==> config.mk <==
export PLATFORM = sky130hd
export DESIGN_NAME = servo_pwm_multi_flat
export DESIGN_NICKNAME = d
export VERILOG_FILES = /design/src/rtl/servo_pkg.sv /design/src/rtl/servo_pwm_multi_if.sv /design/src/rtl/servo_ch.sv /design/src/rtl/servo_pwm_multi.sv /design/src/flat_wrapper.sv
export SDC_FILE = /design/constraint.sdc
export NUM_CORES = 1
export LEC_CHECK = 0
export BUFFER_PORTS_ARGS = -buffer_cell sky130_fd_sc_hd__buf_2
export CORE_MARGIN = 2
export CORE_UTILIZATION = 60
export DETAILED_ROUTE_END_ITERATION = 16
export HOLD_SLACK_MARGIN = 0.06
export PLACE_DENSITY_LB_ADDON = 0.1
export SYNTH_ARGS = -nofsm -noshare
export SYNTH_HDL_FRONTEND = slang
export SYNTH_SLANG_ARGS = --single-unit
export TNS_END_PERCENT = 100
==> constraint.sdc <==
create_clock -name clk -period 11.2 [get_ports clk]
set_input_delay 1.12 -clock clk [delete_from_list [all_inputs] [get_ports clk]]
set_output_delay 1.12 -clock clk [all_outputs]
set_load 0.01 [all_outputs]
==> src/rtl/servo_pkg.sv <==
// Shared types for the multi-channel servo PWM block: channel state, angle type
// and the angle clamp used by command decode.
package servo_pkg;

    typedef enum logic [1:0] {
        IDLE  = 2'd0,
        RUN   = 2'd1,
        FAULT = 2'd2
    } ch_state_t;

    localparam int ANGLE_MAX = 180;

    typedef logic [7:0] angle_t;

    function automatic angle_t clamp_angle(input angle_t a);
        return (a > angle_t'(ANGLE_MAX)) ? angle_t'(ANGLE_MAX) : a;
    endfunction

endpackage

==> src/rtl/servo_pwm_multi_if.sv <==
// Command channel of servo_pwm_multi: one angle command per transfer.
interface servo_pwm_multi_if import servo_pkg::*; #(
    parameter int N_CH = 4
);
    localparam int CH_W = (N_CH > 1) ? $clog2(N_CH) : 1;

    // A command transfers on a rising clk edge where cmd_valid && cmd_ready;
    // the master holds cmd_ch/cmd_angle stable while cmd_valid is high and not yet accepted.
    logic            cmd_valid;
    logic            cmd_ready;
    logic [CH_W-1:0] cmd_ch;
    angle_t          cmd_angle;

    modport master (output cmd_valid, cmd_ch, cmd_angle, input cmd_ready);
    modport slave  (input cmd_valid, cmd_ch, cmd_angle, output cmd_ready);

endinterface

==> src/rtl/servo_ch.sv <==
// One servo channel: IDLE/RUN/FAULT state, slew-limited angle, overcurrent
// counting and the registered PWM output. All state moves only on update.
module servo_ch import servo_pkg::*; #(
    parameter int CNT_W         = 21,
    parameter int PULSE_MIN_CYC = 100000,
    parameter int CYC_PER_DEG   = 555,
    parameter int SLEW_DEG      = 5,
    parameter int CUR_W         = 12,
    parameter int OC_LIMIT      = 3000,
    parameter int OC_FRAMES     = 3,
    parameter int RESET_ANGLE   = 90
) (
    input  logic             clk,
    input  logic             rst_n,
    input  logic [CNT_W-1:0] cnt,
    input  logic             update,
    input  logic             en,
    input  logic             fault_clr,
    input  logic [CUR_W-1:0] current,
    input  logic             wr,
    input  angle_t           wr_angle,
    output logic             pwm,
    output logic             busy,
    output ch_state_t        state
);
    localparam int PW_RAW = $clog2(PULSE_MIN_CYC + ANGLE_MAX * CYC_PER_DEG + 1);
    localparam int PW     = (PW_RAW > 8) ? PW_RAW : 8;
    localparam int CW     = (PW > CNT_W) ? PW : CNT_W;
    localparam int OC_W   = $clog2(OC_FRAMES + 1);
    localparam logic [PW-1:0] PULSE_RST = PW'(PULSE_MIN_CYC + RESET_ANGLE * CYC_PER_DEG);

    angle_t          cur;
    angle_t          target;
    angle_t          cur_next;
    logic [PW-1:0]   pulse;
    logic [PW-1:0]   pulse_next;
    logic [OC_W-1:0] oc_cnt;
    logic [OC_W-1:0] oc_next;
    logic            over;
    logic            clr_lat;

    always_comb begin
        cur_next = cur;
        if (state == RUN) begin
            if (target > cur) begin
                cur_next = (target - cur <= angle_t'(SLEW_DEG)) ? target : cur + angle_t'(SLEW_DEG);
            end else if (target < cur) begin
                cur_next = (cur - target <= angle_t'(SLEW_DEG)) ? target : cur - angle_t'(SLEW_DEG);
            end
        end
        // Full-width product so the largest angle cannot wrap the pulse length.
        pulse_next = PW'(PULSE_MIN_CYC) + PW'(cur_next) * PW'(CYC_PER_DEG);
        over       = current > CUR_W'(OC_LIMIT);
        oc_next    = over ? oc_cnt + 1'b1 : '0;
    end

    always_ff @(posedge clk or negedge rst_n) begin
        if (!rst_n) begin
            state   <= IDLE;
            cur     <= angle_t'(RESET_ANGLE);
            target  <= angle_t'(RESET_ANGLE);
            pulse   <= PULSE_RST;
            oc_cnt  <= '0;
            clr_lat <= 1'b0;
            pwm     <= 1'b0;
        end else begin
            if (wr) target <= wr_angle;
            // High for cnt values 1..pulse, i.e. starting the cycle after frame_start.
            pwm <= (state == RUN) && !update && (CW'(cnt) < CW'(pulse));
            if (update) begin
                clr_lat <= 1'b0;
                cur     <= cur_next;
                pulse   <= pulse_next;
                case (state)
                    IDLE: begin
                        oc_cnt <= '0;
                        if (en) state <= RUN;
                    end
                    RUN: begin
                        oc_cnt <= oc_next;
                        if (oc_next == OC_W'(OC_FRAMES)) begin
                            state <= FAULT;
                        end else if (!en) begin
                            state  <= IDLE;
                            oc_cnt <= '0;
                        end
                    end
                    FAULT: begin
                        // A clear latched during the frame that tripped was seen in RUN and is dropped.
                        if (clr_lat || fault_clr) begin
                            state  <= IDLE;
                            oc_cnt <= '0;
                        end
                    end
                    default: state <= IDLE;
                endcase
            end else if (fault_clr) begin
                clr_lat <= 1'b1;
            end
        end
    end

    assign busy = (cur != target);

endmodule

==> src/rtl/servo_pwm_multi.sv <==
// Multi-channel servo PWM: shared frame counter, command decode with angle clamp,
// and N_CH servo_ch instances updated together at the end of each frame.
module servo_pwm_multi import servo_pkg::*; #(
    parameter int N_CH          = 4,
    parameter int PERIOD_CYC    = 2000000,
    parameter int PULSE_MIN_CYC = 100000,
    parameter int CYC_PER_DEG   = 555,
    parameter int SLEW_DEG      = 5,
    parameter int CUR_W         = 12,
    parameter int OC_LIMIT      = 3000,
    parameter int OC_FRAMES     = 3,
    parameter int RESET_ANGLE   = 90
) (
    input  logic                       clk,
    input  logic                       rst_n,
    servo_pwm_multi_if.slave           cmd,
    input  logic [N_CH-1:0]            en,
    input  logic [N_CH-1:0]            fault_clr,
    input  logic [N_CH-1:0][CUR_W-1:0] measure_current,
    output logic [N_CH-1:0]            pwm_out,
    output logic [N_CH-1:0]            fault,
    output logic [N_CH-1:0]            busy,
    output logic                       frame_start
);
    localparam int CNT_W = (PERIOD_CYC > 1) ? $clog2(PERIOD_CYC) : 1;
    localparam logic [CNT_W-1:0] CNT_LAST = CNT_W'(PERIOD_CYC - 1);

    logic [CNT_W-1:0] cnt;
    logic             update;
    logic             accept;
    angle_t           angle_clamped;

    always_ff @(posedge clk or negedge rst_n) begin
        if (!rst_n) begin
            cnt <= '0;
        end else begin
            cnt <= update ? '0 : cnt + 1'b1;
        end
    end

    assign update      = (cnt == CNT_LAST);
    assign frame_start = (cnt == '0);
    // Refusing commands on the update edge keeps target writes off the frame boundary.
    assign cmd.cmd_ready = rst_n && !update;
    assign accept        = cmd.cmd_valid && cmd.cmd_ready;
    assign angle_clamped = clamp_angle(cmd.cmd_angle);

    for (genvar i = 0; i < N_CH; i++) begin : g_ch
        logic      wr;
        ch_state_t state;

        // Channel numbers with no instance match nothing and are silently dropped.
        assign wr = accept && (32'(cmd.cmd_ch) == i);

        servo_ch #(
            .CNT_W        (CNT_W),
            .PULSE_MIN_CYC(PULSE_MIN_CYC),
            .CYC_PER_DEG  (CYC_PER_DEG),
            .SLEW_DEG     (SLEW_DEG),
            .CUR_W        (CUR_W),
            .OC_LIMIT     (OC_LIMIT),
            .OC_FRAMES    (OC_FRAMES),
            .RESET_ANGLE  (RESET_ANGLE)
        ) u_ch (
            .clk      (clk),
            .rst_n    (rst_n),
            .cnt      (cnt),
            .update   (update),
            .en       (en[i]),
            .fault_clr(fault_clr[i]),
            .current  (measure_current[i]),
            .wr       (wr),
            .wr_angle (angle_clamped),
            .pwm      (pwm_out[i]),
            .busy     (busy[i]),
            .state    (state)
        );

        assign fault[i] = (state == FAULT);
    end

endmodule

==> src/flat_wrapper.sv <==
// flat-port wrapper written by rule: the top's interface ports become plain ports
module servo_pwm_multi_flat import servo_pkg::*;
#(
    parameter int N_CH          = 4,
    parameter int PERIOD_CYC    = 2000000,
    parameter int PULSE_MIN_CYC = 100000,
    parameter int CYC_PER_DEG   = 555,
    parameter int SLEW_DEG      = 5,
    parameter int CUR_W         = 12,
    parameter int OC_LIMIT      = 3000,
    parameter int OC_FRAMES     = 3,
    parameter int RESET_ANGLE   = 90
)
  (clk, rst_n, en, fault_clr, measure_current, pwm_out, fault, busy, frame_start, cmd_cmd_valid, cmd_cmd_ch, cmd_cmd_angle, cmd_cmd_ready);
  servo_pwm_multi_if #(.N_CH(N_CH)) cmd_i ();
  input  logic clk;
  input  logic rst_n;
  input  logic [N_CH-1:0] en;
  input  logic [N_CH-1:0] fault_clr;
  input  logic [N_CH-1:0][CUR_W-1:0] measure_current;
  output logic [N_CH-1:0] pwm_out;
  output logic [N_CH-1:0] fault;
  output logic [N_CH-1:0] busy;
  output logic frame_start;
  input wire logic [$bits(cmd_i.cmd_valid)-1:0] cmd_cmd_valid;
  input wire logic [$bits(cmd_i.cmd_ch)-1:0] cmd_cmd_ch;
  input wire logic [$bits(cmd_i.cmd_angle)-1:0] cmd_cmd_angle;
  output wire logic [$bits(cmd_i.cmd_ready)-1:0] cmd_cmd_ready;
  assign cmd_i.cmd_valid = cmd_cmd_valid;
  assign cmd_i.cmd_ch = cmd_cmd_ch;
  assign cmd_i.cmd_angle = cmd_cmd_angle;
  assign cmd_cmd_ready = cmd_i.cmd_ready;
  servo_pwm_multi #(.N_CH(N_CH), .PERIOD_CYC(PERIOD_CYC), .PULSE_MIN_CYC(PULSE_MIN_CYC), .CYC_PER_DEG(CYC_PER_DEG), .SLEW_DEG(SLEW_DEG), .CUR_W(CUR_W), .OC_LIMIT(OC_LIMIT), .OC_FRAMES(OC_FRAMES), .RESET_ANGLE(RESET_ANGLE)) u_core (.clk(clk), .rst_n(rst_n), .cmd(cmd_i), .en(en), .fault_clr(fault_clr), .measure_current(measure_current), .pwm_out(pwm_out), .fault(fault), .busy(busy), .frame_start(frame_start));
endmodule
==> results of run 1 <==
[cell type report]
class                   instances  area, sq um
clock inverters                12        145.1
clock buffers                  20        456.7
well taps                     402        503.0
flip-flops and latches        177         4519
repair buffers                 93        499.2
fillers                      2755        11120
multi-input cells            1692        12980
inverters                     311         1167
[logic make-up after synthesis]
logic type,count (synthesis),share of synthesized area [%]
AOI/OAI and AO/OA,600,19.99
and+or+nand+nor,572,14.27
buffers and inverters,391,8.045
adders and majority gates,369,26.66
DFF,177,23.76
xor gates and xnor gates,117,5.387
muxes,34,1.881
[layer usage]
metal | vias to the layer above | global-route usage [%]
met3 | 81 | 4.490
met4 | 0 | 8.677
met2 | 388 | 50.70
met1 | 7683 | 39.05
li1 | 7856 | -
met5 | - | 0
[final timing paths]
check	start	end	slack, ns	depth (start not counted)
worst max-delay path	u_core.g_ch[1].u_ch.cur[4]$_DFFE_PN1N_	u_core.g_ch[1].u_ch.pulse[17]$_DFFE_PN1N_	2.79	26
worst min-delay path	u_core.g_ch[0].u_ch.pulse[8]$_DFFE_PN1N_	u_core.g_ch[0].u_ch.pulse[8]$_DFFE_PN1N_	0.48	2
worst max register to register	u_core.g_ch[1].u_ch.cur[4]$_DFFE_PN1N_	u_core.g_ch[1].u_ch.pulse[17]$_DFFE_PN1N_	2.79	26
worst min register to register	u_core.g_ch[0].u_ch.pulse[8]$_DFFE_PN1N_	u_core.g_ch[0].u_ch.pulse[8]$_DFFE_PN1N_	0.48	2
max in group asynchronous	rst_n	u_core.cnt[8]$_DFF_PN0_	8.53	3
min in group asynchronous	rst_n	u_core.g_ch[3].u_ch.cur[7]$_DFFE_PN0N_	0.56	1
[critical path, stage by stage (launching register included)]
cell and delay, ns:
dfstp_2 0.57, clkinv_1 0.19, ha_1 0.52, nand4_1 0.23
a21oi_1 0.08, or4_4 0.50, a2111oi_4 0.87, mux2_4 0.36
a31oi_2 0.24, nand3_2 0.13, o2bb2ai_2 0.28, ha_1 0.39
ha_1 0.27, inv_1 0.05, fa_1 0.51, fa_1 0.55
inv_1 0.04, ha_1 0.32, a21oi_1 0.22, o21bai_1 0.11
a21o_1 0.19, a21oi_1 0.22, o21ai_0 0.16, o41ai_1 0.62
nor4b_1 0.12, or3_1 0.36, o31ai_1 0.20
[placed cells by master (no fill, tap or decap), drive strengths merged, types with 17 or more instances in the layout]
master	Yosys	final
nand4	22	22
o22ai	18	18
o21a	23	23
a21o	61	61
xnor2	80	80
o21ai	223	223
inv	305	311
nand3	44	44
ha	306	306
nand2b	22	22
dfrtp	105	105
fa	61	61
nand2	210	210
mux2i	23	23
nor3	40	40
nor2	121	121
clkbuf	59	20
dfstp	72	72
o21bai	17	17
nor2b	27	27
o31ai	19	19
buf	21	93
a21oi	120	120
xor2	37	37
[registers in the layout (all words and copies together) (netlist names)]
name,count
u_core.g_ch.u_ch.cur,32
u_core.g_ch.u_ch.clr_lat,4
u_core.g_ch.u_ch.target,32
u_core.g_ch.u_ch.oc_cnt,8
u_core.g_ch.u_ch.pwm,4
u_core.g_ch.u_ch.pulse,68
u_core.g_ch.u_ch.state,8
u_core.cnt,21
[stage by stage]
step / setup slack (ns) / cells / util (%) / instance area, sq um / hold WS [ns]
5_1_grt: 2.201 / 2707 / 64.58 / 20270 / 0.4911
3_3_place_gp: 3.103 / 2675 / 62.66 / 19670 / 0.4648
3_5_place_dp: 2.891 / 2675 / 62.66 / 19670 / 0.4684
6_report: 2.787 / 2707 / 64.58 / 20270 / 0.4793
2_1_floorplan: 3.910 / 2260 / - / 19020 / 0.4485
4_1_cts: 2.858 / 2707 / 64.58 / 20270 / 0.4781
==> impl_metrics.ini, run 1 <==
[run_status]
status = complete, no violations

[finish]
drive_gt1_share_pct = 10.33
final_nets = 2728
antennaDiodeCount = 0
area_growth_pct = 6.578

[timing]
maxSlewHeadroom_pct = 26.64
max_freq_mhz = 118.9
period_minus_slack_ns = 8.413
fin_tns_setup_ns = 0
finalCritPeriodShare_pct = 75.12
rsz0062_at_grt = false
finalHoldViolCount = 0
tightest_slew_ns = 1.100
setup_violations = 0
slew_viol_final = 0
clock_skew_ns = 0.01298

[detailed_routing]
postRouteAntennaNets = 0
highest_layer = met4
drt_iter0_markers = 1066
drc_errors = 0
drt-met1-wl_mm = 21.35
wl_met3_mm = 2.090
drtPass1Iterations = 6
dr_wl_met2_mm = 22.56
wl_mm = 47.18
via_per_inst = 5.914
vias = 16008
wl_per_cell_um = 17.43

[floorplanning]
pin_count = 83
num_rows = 65
core_area_sq_um = 31390
initial_utilization_pct = 60.59
die_width_um = 182.1
dieArea_sq_um = 33140
die_h_um = 182.1

[yosys]
synth.ff_latch_count = 177
synth_area_leaders = ha_1, dfrtp_1, dfstp_2
ys_types = 90
netlist_instances = 2260
synth_common_cells = ha_1, inv_1, o21ai_0
syn_area_sq_um = 19020
synth_ff_type = dfrtp_1
synth-async-reset-ratio_pct = 100.0
synth_most_common_cell = ha_1
synth_top_cell_area_share_pct = 20.13
synth_edf_count = 0
syn_nets = 2696
synth_top_area_cell = ha_1
ys_seq_area_share_pct = 23.76
yosys_warnings = 0
avgSynthCellArea_sq_um = 8.416

[grt]
first_global_vias = 15905
antenna_found_initial = 1
grt_overflow = 0
grt_max_degree = 78
grtUsageTotal_pct = 29.65
grt_first_pass_wirelength_mm = 79.63

[clock_network]
postCtsSetupBuffers = 0
cts_root_buf = clkbuf_16
clk_latency_ns = 0.46
cts.path.max_buffers = 2
h-tree-depth = 4
cts_tree = built
cts_buffers = 17
ctsResizeCount = 0
hold_buffers = 0
clkTransAtPathRegs_ns = 0.07
cts_sinks = 177

[setup_path]
worstPathRequired_ns = 11.57
critPathArrivalTime_ns = 8.78
cp-end-kind = flop
cp_max_fo = 14
worstSetupStartpointType = flop
critPathKind = flop to flop

[worst_hold_path]
hold_class = flop to flop

[placement]
port_buffers = 82
dpl.hpwl_mm = 36.10
gp_congestion = 0.9144

[job]
maxCapViolCount = 0
Power of run 1 is not shown: default switching activity piles up to over one toggle a cycle in this logic, so the estimate is an artifact.
==> inputs of run 2 (changes only) <==
- clock period: 11.2 -> 8.7 ns (I/O delays scaled with it)
==> run 2 against run 1 <==
Net effect:
- cell count up 0.11%
- worst hold slack got worse by 0.055 ns
- design area hardly changed
- maximum frequency grew 3.7%
- register-to-register slack got worse by 2.2 ns
- global-route usage is 0.15 points higher
- via count is 0.94% higher
- sequential share of layout area hardly changed
- utilization hardly changed
- first-iteration DRC count up 0.19%
- wire length up 1.0%
==> impl_metrics.ini, run 2 (synthesis gave the netlist of run 1 again) <==
[finish]
layout_common_cells = ha_1, inv_1, o21ai_0
utilization_pct = 64.54
largest_register_ffs = 68
area_growth_pct = 6.519
antennaDiodeCount = 0
final_nets = 2731
top_regs = u_core.g_ch.u_ch.pulse x68, u_core.g_ch.u_ch.cur x32, u_core.g_ch.u_ch.target x32
nFillCells = 2722
drive_gt1_share_pct = 10.44
top_register = u_core.g_ch.u_ch.pulse
final_common_cell = ha_1

[floorplanning]
core_area_sq_um = 31390
die_width_um = 182.1
initial_utilization_pct = 60.59
dieArea_sq_um = 33140
num_rows = 65
die_h_um = 182.1
pin_count = 83

[setup_path]
critPathMaxStageDelay_ns = 0.58
crit_top_cell = a21oi_1
cp_max_fo = 16
worstPathRequired_ns = 9.01
worstSetupStartpointType = flop
r2r_cells = 29
critPathArrivalTime_ns = 8.43
worst_path_max_delay_cell = dfstp_2
cp.depth = 29
cp-end-kind = flop
critPathKind = flop to flop
crit_family = compound AO/OA/AOI/OAI gates
critPathBufInv = 3

[timing]
maxSlewHeadroom_pct = 24.57
rsz0062_at_grt = false
setup_ws_ns = 0.5857
period_minus_slack_ns = 8.114
tightest_slew_ns = 1.120
finalHoldViolCount = 0
clock_skew_ns = 0.01352
max_freq_mhz = 123.2
fin_tns_setup_ns = 0
finalCritPeriodShare_pct = 93.27
setup_violations = 0
slew_viol_final = 0

[detailed_routing]
drt-met1-wl_mm = 20.39
via_per_inst = 5.963
wl_per_cell_um = 17.59
dr_wl_met2_mm = 23.20
postRouteAntennaNets = 0
highest_layer = met5
wl_met3_mm = 2.468
drc_errors = 0
vias = 16159
drtPass1Iterations = 5
wl_mm = 47.66
drt_iter0_markers = 1068

[grt]
antenna_found_initial = 2
grt_overflow = 0
grt_first_pass_wirelength_mm = 79.97
grt_max_degree = 75
first_global_vias = 16332
grtUsageTotal_pct = 29.80

[clock_network]
ctsResizeCount = 0
cts.path.max_buffers = 2
h-tree-depth = 4
cts_root_buf = clkbuf_16
hold_buffers = 0
cts_tree = built
cts_buffers = 17
clkTransAtPathRegs_ns = 0.08
clk_latency_ns = 0.45
cts_sinks = 177

[placement]
post-place-ws_ns = 0.6521
gp_congestion = 0.9073
dpl.hpwl_mm = 36.44
port_buffers = 82

[job]
maxCapViolCount = 0

[run_status]
status = complete, no violations

[worst_hold_path]
hold_class = input pin to asynchronous set/reset pin
[run 2: cell count changes in the layout (fill, tap and decap cells not counted)]
| cell | change |
|---|---|
| buf_4 | +3 |
| clkinv_2 | +1 |
| inv_6 | -2 |
| clkbuf_8 | -1 |
| bufinv_16 | -1 |
| clkinvlp_4 | +3 |
[run 2: final timing paths]
check                                                          start                                        end  slack, ns
max                           u_core.g_ch[0].u_ch.cur[1]$_DFFE_PN1N_  u_core.g_ch[0].u_ch.pulse[16]$_DFFE_PN0N_       0.59
min                                                            rst_n  u_core.g_ch[3].u_ch.pulse[16]$_DFFE_PN0N_       0.42
max reg2reg                   u_core.g_ch[0].u_ch.cur[1]$_DFFE_PN1N_  u_core.g_ch[0].u_ch.pulse[16]$_DFFE_PN0N_       0.59
min reg2reg                u_core.g_ch[1].u_ch.pulse[17]$_DFFE_PN1N_  u_core.g_ch[1].u_ch.pulse[17]$_DFFE_PN1N_       0.47
max in group asynchronous                                      rst_n     u_core.g_ch[1].u_ch.cur[2]$_DFFE_PN0N_       6.28
min in group clk           u_core.g_ch[1].u_ch.pulse[17]$_DFFE_PN1N_  u_core.g_ch[1].u_ch.pulse[17]$_DFFE_PN1N_       0.47
[run 2: through the flow]
| stage | hold WS (ns) | cell area [sq um] | std cells |
|---|---|---|---|
| 2_1_floorplan | 0.4485 | 19020 | 2260 |
| 3_3_place_gp | 0.4643 | 19690 | 2678 |
| 3_5_place_dp | 0.4645 | 19690 | 2678 |
| 4_1_cts | 0.4610 | 20260 | 2710 |
| 5_1_grt | 0.4819 | 20260 | 2710 |
| 6_report | 0.4239 | 20260 | 2710 |
[run 2: worst register-to-register path: cells and delay by family (launching register included)]
kind | cells | cell delay, ns
AO/OA/AOI/OAI | 13 | 3.06
adder cells (fa/ha/maj) | 6 | 2.63
AND/OR/NAND/NOR | 5 | 1.05
flip-flops | 1 | 0.58
buffers and inverters | 3 | 0.32
XOR/XNOR | 1 | 0.19
multiplexers | 1 | 0.17
[run 2: metal layers]
metal | global-route usage [%] | vias up
met5 | 1.481 | -
met4 | 10.00 | 2
met3 | 4.291 | 101
met2 | 52.35 | 474
met1 | 37.57 | 7725
li1 | - | 7857
[run 2: timing repair]
action	4_1_cts	5_1_grt
setup endpoints to repair	0	1
setup buffers	0	0
hold endpoints to repair	0	0
[run 2: layout make-up]
class	instances	area (sq um)	area share [%]
Clock buffer	19	442.9	2.186
Timing Repair Buffer	96	521.8	2.575
Inverter	311	1167	5.762
Clock inverter	13	125.1	0.6176
Tap cell	402	503.0	2.483
Sequential cell	177	4519	22.31
Multi-Input combinational cell	1692	12980	64.07
Power of run 2 is left out for the same reason.
==> inputs of run 3 (changes only) <==
- CTS_CLUSTER_DIAMETER: unset -> 40
- GPL_TIMING_DRIVEN: unset -> 0
==> run 3 against run 2 <==
Net effect:
- utilization increased by 1.1 points
- count of clock-buffer cells in the layout down 1
- design area increased by 1.8%
- first-iteration DRC count rose by 5.6%
- largest cell class unchanged
==> impl_metrics.ini, run 3 (synthesis gave the netlist of run 1 again) <==
[detailed_routing]
dr_wl_met2_mm = 24.35
wl_met3_mm = 3.227
drt-met1-wl_mm = 22.37
highest_layer = met4
via_per_inst = 5.985
wl_per_cell_um = 18.73
postRouteAntennaNets = 0
drc_errors = 0
drt_iter0_markers = 1128
vias = 16614
wl_mm = 51.99
drtPass1Iterations = 6

[clock_network]
h-tree-depth = 4
clk_latency_ns = 0.46
clkTransAtPathRegs_ns = 0.08
cts_tree = built
cts_sinks = 177
cts.path.max_buffers = 2
hold_buffers = 0
cts_buffers = 17
postCtsSetupBuffers = 0
cts_root_buf = clkbuf_16

[setup_path]
worstSetupStartpointType = flop
cp-end-kind = flop
critPathMaxStageDelay_ns = 0.71
r2r_cells = 28
crit_top_cell = ha_1
critPathArrivalTime_ns = 8.76
ff2ff_setup_slack_ns = 0.23
reg2reg_to = u_core.g_ch[2].u_ch.pulse[16]$_DFFE_PN0N_
worstPathRequired_ns = 9.00
reg2reg_from = u_core.g_ch[2].u_ch.cur[3]$_DFFE_PN1N_
cp_max_fo = 10
critPathKind = flop to flop
worst_path_max_delay_cell = o41ai_1

[timing]
period_minus_slack_ns = 8.469
finalHoldViolCount = 0
fin_hold_ws_ns = 0.3207
clock_skew_ns = 0.01598
setup_ws_ns = 0.2306
tightest_slew_ns = 1.167
setup_violations = 0
finalCritPeriodShare_pct = 97.35
fin_tns_setup_ns = 0
slew_viol_final = 0
max_freq_mhz = 118.1
maxSlewHeadroom_pct = 21.61
rsz0062_at_grt = true

[finish]
largest_register_ffs = 68
layout_common_cells = ha_1, inv_1, o21ai_0
top_register = u_core.g_ch.u_ch.pulse
nFillCells = 2740
utilization_pct = 65.69
final_nets = 2797
top_regs = u_core.g_ch.u_ch.pulse x68, u_core.g_ch.u_ch.cur x32, u_core.g_ch.u_ch.target x32
antennaDiodeCount = 0
drive_gt1_share_pct = 10.87
area_growth_pct = 8.413
final_common_cell = ha_1

[placement]
post-place-ws_ns = 0.1307
gp_congestion = 0.9173
port_buffers = 82
dpl.hpwl_mm = 40.23

[power_and_ir_drop]
p_int_uw = 4559
cellLeakagePower_uw = 0.009690
powerDensity_nw_per_um2 = 449.9
sw_frac_of_total_pct = 50.85
max-vdd-ir-drop_mv = 0.8822
p_sw_uw = 4717
combPwrFrac_pct = 81.4
p_clk_share_pct = 8.7
seqPwrFrac_pct = 9.9

[floorplanning]
core_area_sq_um = 31390
num_rows = 65
initial_utilization_pct = 60.59
die_width_um = 182.1
pin_count = 83
die_h_um = 182.1
dieArea_sq_um = 33140

[grt]
first_global_vias = 16528
grt_overflow = 0
grt_max_degree = 122
antenna_found_initial = 2
grtUsageTotal_pct = 32.21
grt_first_pass_wirelength_mm = 84.48

[job]
maxCapViolCount = 0

[worst_hold_path]
hold_class = input pin to asynchronous set/reset pin

[run_status]
status = complete, no violations
==> run 3: worst max path at each step <==
stage	from	endpoint	depth (start not counted)
2_1_floorplan	u_core.g_ch[2].u_ch.cur[1]$_DFFE_PN1N_	u_core.g_ch[2].u_ch.pulse[16]$_DFFE_PN0N_	29
3_3_place_gp	u_core.g_ch[3].u_ch.cur[3]$_DFFE_PN1N_	u_core.g_ch[3].u_ch.pulse[17]$_DFFE_PN1N_	30
3_5_place_dp	u_core.g_ch[2].u_ch.cur[0]$_DFFE_PN0N_	u_core.g_ch[2].u_ch.pulse[16]$_DFFE_PN0N_	30
4_1_cts	u_core.g_ch[2].u_ch.cur[0]$_DFFE_PN0N_	u_core.g_ch[2].u_ch.pulse[16]$_DFFE_PN0N_	30
5_1_grt	u_core.g_ch[2].u_ch.cur[4]$_DFFE_PN1N_	u_core.g_ch[2].u_ch.pulse[16]$_DFFE_PN0N_	30
6_report	u_core.g_ch[2].u_ch.cur[3]$_DFFE_PN1N_	u_core.g_ch[2].u_ch.pulse[16]$_DFFE_PN0N_	28
==> run 3: critical path: cells and delay by family, from the launching register on <==
| kind | cells | cell delay (ns) |
|---|---|---|
| AOI/OAI and AO/OA | 11 | 3.23 |
| xor gates and xnor gates | 1 | 0.24 |
| adders and majority gates | 7 | 2.74 |
| buffers and inverters | 6 | 0.99 |
| DFF | 1 | 0.57 |
| and+or+nand+nor | 3 | 0.53 |
==> run 3: power groups by stage <==
| stage | clock network [uW] | logic [uW] | registers, uW |
|---|---|---|---|
| 5_1_grt | 848 | 8680 | 920 |
| 4_1_cts | 819 | 7560 | 914 |
| 2_1_floorplan | 0 | 5870 | 905 |
| 3_5_place_dp | 0 | 7450 | 929 |
| 3_3_place_gp | 0 | 7280 | 928 |
| 6_report | 807 | 7550 | 915 |
==> run 3: cell type report <==
class	count	area, sq um	share of cell area (%)
multi-input combinational	1692	13010	63.11
sequential	177	4519	21.92
inverter	311	1167	5.661
tap	402	503.0	2.439
timing repair buffer	84	455.4	2.209
clock buffer	18	429.2	2.081
buffer	78	359.1	1.741
clock inverter	14	173.9	0.8434
==> run 3: what timing repair did <==
item,in CTS,in global routing
endpoints found under the hold margin,0,0
setup endpoints to repair,0,9
gates resized for setup,0,15
==> run 3: per-layer routing <==
layer  up-vias  GRT usage [%]
met3       117          5.069
met4         0          12.87
met1      7960          42.07
met5         -              0
li1       8010              -
met2       527          53.73
==> run 3: per-stage QoR <==
step | std cells | cell area, sq um | total power (uW)
finish | 2776 | 20620 | 9276
global route | 2776 | 20620 | 10450
CTS | 2778 | 20590 | 9290
detailed placement | 2746 | 19990 | 8383
global placement | 2744 | 19930 | 8210
floorplan | 2260 | 19020 | 6776
(Power assumes the default switching activity.)
